### src/rtl/ps2_host_tx.sv
// PS/2 host-to-device transmitter: filters the shared PS/2 lines, drives them open-drain
// to send one command byte with odd parity, then checks the device acknowledge or times out.
module ps2_host_tx #(
   parameter int CLK_FREQ   = 28_000_000,
   parameter int INHIBIT_US = 100,
   parameter int START_US   = 5,
   parameter int TIMEOUT_MS = 15,
   parameter int FILTER     = 8
) (
   input  logic       clk28,
   input  logic       rst_n,
   input  logic       ps2_clk_in,
   input  logic       ps2_dat_in,
   output logic       ps2_clk_oe,
   output logic       ps2_dat_oe,
   input  logic [7:0] tx_data,
   input  logic       tx_valid,
   output logic       tx_ready,
   output logic       busy,
   output logic       rx_inhibit,
   output logic       done,
   output logic       error
);
   localparam int N_INH = (CLK_FREQ / 1_000_000) * INHIBIT_US;
   localparam int N_ST  = (CLK_FREQ / 1_000_000) * START_US;
   localparam int N_TO  = (CLK_FREQ / 1_000) * TIMEOUT_MS;
   localparam int W_INH = (N_INH > 1) ? $clog2(N_INH) : 1;
   localparam int W_ST  = (N_ST > 1) ? $clog2(N_ST) : 1;
   localparam int W_TO  = (N_TO > 1) ? $clog2(N_TO) : 1;
   localparam int W_FLT = (FILTER > 1) ? $clog2(FILTER) : 1;

   localparam logic [W_INH-1:0] INH_LAST = W_INH'(N_INH - 1);
   localparam logic [W_ST-1:0]  ST_LAST  = W_ST'(N_ST - 1);
   localparam logic [W_TO-1:0]  TO_LAST  = W_TO'(N_TO - 1);
   localparam logic [W_FLT-1:0] FLT_LAST = W_FLT'(FILTER - 1);

   localparam logic [2:0] S_IDLE      = 3'd0;
   localparam logic [2:0] S_INHIBIT   = 3'd1;
   localparam logic [2:0] S_START     = 3'd2;
   localparam logic [2:0] S_SHIFT     = 3'd3;
   localparam logic [2:0] S_ACK       = 3'd4;
   localparam logic [2:0] S_WAIT_IDLE = 3'd5;

   function automatic logic odd_parity(input logic [7:0] d);
      return ~^d;
   endfunction

   logic [1:0]       r_sync1, r_sync2, r_filt;
   logic [W_FLT-1:0] r_fcnt [2];
   logic             r_clk_f_d;
   logic             w_clk_f, w_dat_f, w_fall;

   assign w_clk_f = r_filt[0];
   assign w_dat_f = r_filt[1];
   assign w_fall  = r_clk_f_d & ~r_filt[0];

   // Synchronize both pins and accept a new level only after FILTER stable samples (bit 0 clock, bit 1 data)
   always_ff @(posedge clk28 or negedge rst_n) begin
      if (!rst_n) begin
         r_sync1   <= 2'b11;
         r_sync2   <= 2'b11;
         r_filt    <= 2'b11;
         r_fcnt[0] <= '0;
         r_fcnt[1] <= '0;
         r_clk_f_d <= 1'b1;
      end else begin
         r_sync1   <= {ps2_dat_in, ps2_clk_in};
         r_sync2   <= r_sync1;
         r_clk_f_d <= r_filt[0];
         for (int i = 0; i < 2; i++) begin
            if (r_sync2[i] == r_filt[i]) begin
               r_fcnt[i] <= '0;
            end else if (r_fcnt[i] == FLT_LAST) begin
               r_filt[i] <= r_sync2[i];
               r_fcnt[i] <= '0;
            end else begin
               r_fcnt[i] <= r_fcnt[i] + W_FLT'(1);
            end
         end
      end
   end

   logic [2:0]       r_state;
   logic [W_INH-1:0] r_inh_cnt;
   logic [W_ST-1:0]  r_st_cnt;
   logic [W_TO-1:0]  r_to_cnt;
   logic [3:0]       r_n;
   logic [8:0]       r_frame;
   logic             r_ack_ok;
   logic             r_clk_oe, r_dat_oe, r_ready, r_busy, r_done, r_error;
   logic             w_timeout;

   assign w_timeout = (r_to_cnt == TO_LAST);

   // Transfer sequencer; ready/busy lag the return to IDLE by one cycle so they follow the done/error pulse
   always_ff @(posedge clk28 or negedge rst_n) begin
      if (!rst_n) begin
         r_state   <= S_IDLE;
         r_inh_cnt <= '0;
         r_st_cnt  <= '0;
         r_to_cnt  <= '0;
         r_n       <= 4'd0;
         r_frame   <= 9'd0;
         r_ack_ok  <= 1'b0;
         r_clk_oe  <= 1'b0;
         r_dat_oe  <= 1'b0;
         r_ready   <= 1'b1;
         r_busy    <= 1'b0;
         r_done    <= 1'b0;
         r_error   <= 1'b0;
      end else begin
         r_done  <= 1'b0;
         r_error <= 1'b0;
         case (r_state)
            S_IDLE: begin
               r_clk_oe <= 1'b0;
               r_dat_oe <= 1'b0;
               if (tx_valid && r_ready) begin
                  r_frame   <= {odd_parity(tx_data), tx_data};
                  r_inh_cnt <= '0;
                  r_clk_oe  <= 1'b1;
                  r_ready   <= 1'b0;
                  r_busy    <= 1'b1;
                  r_state   <= S_INHIBIT;
               end else begin
                  r_ready <= 1'b1;
                  r_busy  <= 1'b0;
               end
            end
            S_INHIBIT: begin
               if (r_inh_cnt == INH_LAST) begin
                  r_st_cnt <= '0;
                  r_dat_oe <= 1'b1;
                  r_state  <= S_START;
               end else begin
                  r_inh_cnt <= r_inh_cnt + W_INH'(1);
               end
            end
            S_START: begin
               if (r_st_cnt == ST_LAST) begin
                  r_clk_oe <= 1'b0;
                  r_n      <= 4'd0;
                  r_to_cnt <= '0;
                  r_state  <= S_SHIFT;
               end else begin
                  r_st_cnt <= r_st_cnt + W_ST'(1);
               end
            end
            S_SHIFT: begin
               if (w_timeout) begin
                  r_clk_oe <= 1'b0;
                  r_dat_oe <= 1'b0;
                  r_error  <= 1'b1;
                  r_state  <= S_IDLE;
               end else begin
                  r_to_cnt <= r_to_cnt + W_TO'(1);
                  if (w_fall) begin
                     r_n <= r_n + 4'd1;
                     // r_n still holds the previous count, so it indexes data[n-1] or the parity bit
                     if (r_n == 4'd9) begin
                        r_dat_oe <= 1'b0;
                        r_state  <= S_ACK;
                     end else begin
                        r_dat_oe <= ~r_frame[r_n];
                     end
                  end
               end
            end
            S_ACK: begin
               if (w_timeout) begin
                  r_clk_oe <= 1'b0;
                  r_dat_oe <= 1'b0;
                  r_error  <= 1'b1;
                  r_state  <= S_IDLE;
               end else begin
                  r_to_cnt <= r_to_cnt + W_TO'(1);
                  if (w_fall) begin
                     r_ack_ok <= ~w_dat_f;
                     r_error  <= w_dat_f;
                     r_state  <= S_WAIT_IDLE;
                  end
               end
            end
            S_WAIT_IDLE: begin
               if (w_clk_f && w_dat_f) begin
                  r_done  <= r_ack_ok;
                  r_state <= S_IDLE;
               end
            end
            default: begin
               r_clk_oe <= 1'b0;
               r_dat_oe <= 1'b0;
               r_state  <= S_IDLE;
            end
         endcase
      end
   end

   assign ps2_clk_oe = r_clk_oe;
   assign ps2_dat_oe = r_dat_oe;
   assign tx_ready   = r_ready;
   assign busy       = r_busy;
   assign rx_inhibit = r_busy;
   assign done       = r_done;
   assign error      = r_error;
endmodule

### config.mk
export PLATFORM = sky130hd
export DESIGN_NAME = ps2_host_tx
export DESIGN_NICKNAME = d
export VERILOG_FILES = /design/src/rtl/ps2_host_tx.sv
export SDC_FILE = /design/constraint.sdc
export NUM_CORES = 1
export LEC_CHECK = 0
export ABC_AREA = 1
export BUFFER_PORTS_ARGS = -buffer_cell sky130_fd_sc_hd__buf_2
export CELL_PAD_IN_SITES_DETAIL_PLACEMENT = 1
export CELL_PAD_IN_SITES_GLOBAL_PLACEMENT = 1
export CORE_ASPECT_RATIO = 0.75
export CORE_MARGIN = 3
export CORE_UTILIZATION = 30
export DETAILED_ROUTE_END_ITERATION = 8
export PLACE_DENSITY = 0.6
export SYNTH_ARGS = -nofsm -noshare
export SYNTH_HDL_FRONTEND = slang
export SYNTH_SLANG_ARGS = --single-unit
export TNS_END_PERCENT = 20
### constraint.sdc
create_clock -name clk28 -period 1.7 [get_ports clk28]
set_clock_uncertainty 0.05 [all_clocks]
set_input_delay 0.085 -clock clk28 [delete_from_list [all_inputs] [get_ports clk28]]
set_output_delay 0.085 -clock clk28 [all_outputs]
set_load 0.005 [all_outputs]
# After elaboration in Yosys (flattened, before gate mapping)
# Cells that the tools add are included.
# Widths: inputs -> output; s select.
[word_totals]
regBits = 75
output_inout_bits = 7
wordCells = 130
[op_classes]
add_sub_neg = 6
order_cmp = 1
eq_ne = 27
mux = 45
bitwise = 9
n_reduce_logical = 22
[ops]
columns = ["op", "count"]
rows = [
  ["$mux 3", 13],
  ["$mux 19", 2],
  ["$pmux 19 s2", 1],
  ["$mux 12", 2],
  ["$pmux 12 s2", 1],
  ["$ne 2x2->1 const B", 10],
  ["$add 19x1->19 const B", 1],
  ["$eq 19x19->1 const B", 1],
  ["$pmux 3 s6", 1],
  ["$mux 8", 2],
  ["$pmux 8 s2", 1],
  ["$reduce_and 3->1", 5],
  ["$mux 1", 14],
  ["$add 12x1->12 const B", 1],
  ["$eq 12x12->1 const B", 1],
  ["$eq 3x3->1 const B", 4],
  ["$mux 4", 3],
  ["$ne 3x3->1 const B", 3],
  ["$add 8x1->8 const B", 1],
  ["$eq 8x8->1 const B", 1],
  ["$not 1->1", 8],
  ["$pmux 1 s4", 2],
  ["$pmux 4 s2", 1],
  ["$reduce_and 4->1", 2],
  ["18 further kinds", 29],
]

# Depth between registers and ports, before layout
[logic_depth]
word_depth = 7
ltp_mapped = 12

# Worst setup path after synthesis
# No wires, ideal clock.
[synth_path]
path_type = "flip-flop to flip-flop"
from = "register r_to_cnt[0]"
to = "register r_to_cnt[14]"
arrival_time_ns = 1.432
required_time_ns = 1.534
setup_slack_ns = 0.102
path_stages_with_launch = 10
n_path_buf = 1
path_cell_list = "dfrtp_1 ha_1 nand3_1 inv_1 nand4_4 nand2_4 inv_4 buf_6 nand2_1 nand2_1"
[synth_between]
elab_chain_len = 3
word_cells_on_any_way = 6
cone_classes = "1 x add/sub; 2 x eq/ne; 2 x mux; 1 x reduce/logical"
[synth_lines]
columns = ["element", "line_no", "source"]
rows = [
  ["start: declaration", "86", "logic [W_TO-1:0] r_to_cnt;"],
  ["start signal: assignment", "156", "r_to_cnt <= r_to_cnt + W_TO'(1);"],
  ["start signal: assignment", "176", "r_to_cnt <= r_to_cnt + W_TO'(1);"],
  ["$add 19x1->19 / $eq 19x19->1 (equally long branches)", "156, 176, 93", ""],
  ["$mux 19 / $ne 2x2->1 (equally long branches)", "-", ""],
  ["$pmux 19 s2 / $reduce_and 3->1 (equally long branches)", "-", ""],
]
# Parallel ways exist; a longest one is shown, timed or not. The select of a mux whose other input is x is not followed.
# A chain may end at the register's enable or synchronous reset.

# Final worst setup path
[layout_path]
from = "register r_st_cnt[1]"
to = "register r_to_cnt[6]"
[layout_between]
elab_chain_len = 3
[layout_lines]
columns = ["element", "line_no", "source"]
rows = [
  ["start: declaration", "85", "logic [W_ST-1:0] r_st_cnt;"],
  ["start signal: assignment", "146", "r_st_cnt <= r_st_cnt + W_ST'(1);"],
  ["$eq 8x8->1", "140", "if (r_st_cnt == ST_LAST) begin"],
  ["$ne 2x2->1 (no line)", "-", ""],
  ["$reduce_and 3->1 (no line)", "-", ""],
]
# No other way between the ends.

==> key figures <==
Status
  • Status: completed

Clock tree
  • Clk pin slew, worst setup/hold paths: about 0.06 ns
  • Sink Count: 75
  • Clk_lat worst skew: 0.34 ns
  • Num CTS Buffers: 9
  • H-tree levels: 3
  • Clock Path Buffers: 2
  • Root Driver: clkbuf_16
  • CTS tree: yes

Route
  • DRC viols: 0
  • Initial drt markers: approximately 160
  • Average vias per placed instance: 4.73
  • Final wirelength: 11400 um
  • Drt pass-1 iters: 4
  • Routed Antenna Nets: 0
  • Vias: 3700
  • Wirelength per Cell: 14.5 um

Die
  • Cell row count: 36
  • I/O pins: 20
  • Die H: 109 um
  • Starting Density: 0.316
  • Die ar.: 15600 um2
  • CORE AREA: around 13000 um2
  • Die W: 143 um

Logic synthesis
  • Async set-reset flop share out of synthesis: 1.00
  • Top FF cell, synth: dfrtp_1
  • EDFF count, synth: 0
  • Post-Synthesis Cells: about 520
  • Syn_area_per_cell: 8.17 um2
  • #FFs+latches synth: 75
  • Yosys top cell by area: dfrtp_1
  • Count leader, synth: nand2_1
  • Synth top cells by count: nand2_1 (129), dfrtp_1 (67), inv_1 (51), nor2_1 (48), nand3_1 (33)
  • Largest cells by area after synthesis: dfrtp_1 (40%), nand2_1 (11%), dfstp_2 (5.0%)
  • Post-synth top area share: 0.395
  • Synthesized net count: roughly 540
  • Part of the Yosys area used for sequential elements: 0.445
  • Post-synth cell types: 41
  • Synth warn: 0
  • Mapped cell area: 4240 um2

Timing
  • Unrepaired setup endpoints after global routing: true
  • Slew @ Worst Pin: 0.399 ns
  • FMAX: 0.595 GHz
  • Fin. Hold Viols: 0
  • Tcrit/Tclk final: 0.989
  • Fin crit period: around 1.7 ns
  • Fin. max-slew vios: 0
  • Setup ws final: about 0.019 ns
  • Setup TNS: 0 ns
  • Final setup violating endpoints: 0
  • Slew headroom: 0.733

Cells and area
  • Fin cells: between 700 and 800
  • Final instance area: 5620 um2
  • Area added between synthesis and finish: 32.4%
  • Share of cells above drive strength 1: 0.301
  • Fillers: between 1500 and 2000
  • Antenna Cells: 0
  • Final nets: 629

Critical path
  • Worst endpoint data arrival time: roughly 1.9 ns
  • Worst path required time: 1.87 ns
  • Worst setup EP type: flop
  • Setup CP Type: flop to flop
  • CP Launch Type: flop
  • Maximum fanout along the worst path: 8
  • Critical Path Max Stage Delay: 0.35 ns
  • Crit-path cells: ha_2, nand2_1, nor2_1, nand2_1, nand2_4, inv_4, nor2_4, nand2_4, buf_12, a21oi_4, a21oi_2
  • Slowest CP cell: dfrtp_1

GRT
  • GR Layer Usage met3: 0.0329
  • GRT Max-Usage Layer: met1
  • Largest net degree at the start of global routing: 40
  • Gr ovfl total: 0
  • Vias in the first global route: around 3700
  • Global-route wire length before repair: 19100 um
  • Total GRT Usage: 0.155
  • Initial antenna violation count: 0
  • Met2 usage: 0.225
  • Met1 GRT Util: 0.232

Power and ir drop
  • Lkg Pwr: between 0.002 and 0.003 uW
  • Pwr dens: between 1000 and 1500 nW/um2
  • Max VDD drop: 0.593 mV

Place
  • Post-Place Cells: 735
  • HPWL after DPL: 8320 um
  • PortBufs: 19
  • Placed cell areas: between 4000 and 5000 um2
  • Placer Congestion: 0.818
  • Pre-CTS setup slack: -0.0545 ns

Job
  • Max Cap Violations: 0

Min path
  • Hold crit path type: input pin to flop
## kinds of logic (layout without fill, tap and decap cells)
logic type               count (synthesis)  count (layout)  synth area share
XOR/XNOR                                27              27            0.0557
buffers and inverters                   75             168            0.0767
adder cells (fa/ha/maj)                  9               9            0.0265
AO/OA/AOI/OAI                           65              65            0.0947
AND/OR/NAND/NOR                        268             268             0.302
flip-flops                              75              75             0.445
## power by group
| part | internal [uW] | switching, uW | total [uW] |
|---|---|---|---|
| combinational | 1290 | 1900 | 3180 |
| clock | 1620 | 761 | 2380 |
| sequential | 2230 | 328 | 2560 |
| total | 5140 | 2990 | 8120 |
## path summary, 6_finish.rpt
path                                     end  slack [ns]  cells past startpoint        start
worst max-delay path             r_to_cnt[6]        0.02                     11  r_st_cnt[1]
max in group asynchronous       r_to_cnt[11]        0.90                      3        rst_n
min in group asynchronous        r_to_cnt[4]        0.11                      2        rst_n
worst min-delay path                tx_ready        0.03                      4     tx_valid
worst min register to register    r_sync2[0]        0.31                      0   r_sync1[0]
worst max register to register   r_to_cnt[6]        0.02                     11  r_st_cnt[1]
## stage by stage
step	hold slack, ns	utilization	total power [uW]
2_1_floorplan	-0.261	-	4340
3_3_place_gp	-0.0839	0.355	5120
3_5_place_dp	-0.0859	0.355	5210
4_1_cts	0.0413	0.397	7790
5_1_grt	0.0653	0.419	8720
6_report	0.0341	0.419	8120
## sequential cells by signal, summed over array words and instances, names as in the netlist, 2 cells and up
signal and cells:
r_inh_cnt 12, r_sync1 2, r_frame 9, r_sync2 2
r_to_cnt 19, r_n 4, r_state 3, r_filt 2
r_st_cnt 8, r_fcnt 6
## layout make-up
cell class / count / area [um2] / area share
sequential: 75 / 1890 / 0.337
tap: 171 / 214 / 0.0381
clock buffer: 11 / 243 / 0.0432
clock inverter: 5 / 125 / 0.0223
multi-input combinational: 369 / 2210 / 0.393
timing repair buffer: 87 / 677 / 0.120
inverter: 65 / 262 / 0.0465
## critical path: cells and delay by family (launching register included)
| family | cells | cell delay (ns) |
|---|---|---|
| AOI/OAI and AO/OA | 2 | 0.16 |
| adders and majority gates | 1 | 0.20 |
| buffers and inverters | 2 | 0.21 |
| DFF | 1 | 0.35 |
| and+or+nand+nor | 6 | 0.60 |
## cell usage in the layout, fill, tap and decap left out, types with 12 or more instances in the layout
master   instances
nand2_1        122
dfrtp_1         64
buf_4           54
inv_1           50
nor2_1          40
nand3_1         31
xor2_1          19
buf_2           18
o21ai_0         17
nand4_1         15
o21ai_1         15
inv_2           12
## routing by layer
metal	part of all wire	vias to the layer above
li1	-	1846
met1	0.53	1818
met2	0.43	23
met3	0.029	13
met4	0.012	0
met5	0	-
## what timing repair did
action / in CTS / in global routing
resized for setup: 8 / 51
pin swaps: 6 / 20
setup buffers: 7 / 14
endpoints found under the hold margin: 77 / 0
setup endpoints to repair: 23 / 45
hold buffers: 11 / 0
(Power assumes the default switching activity.)
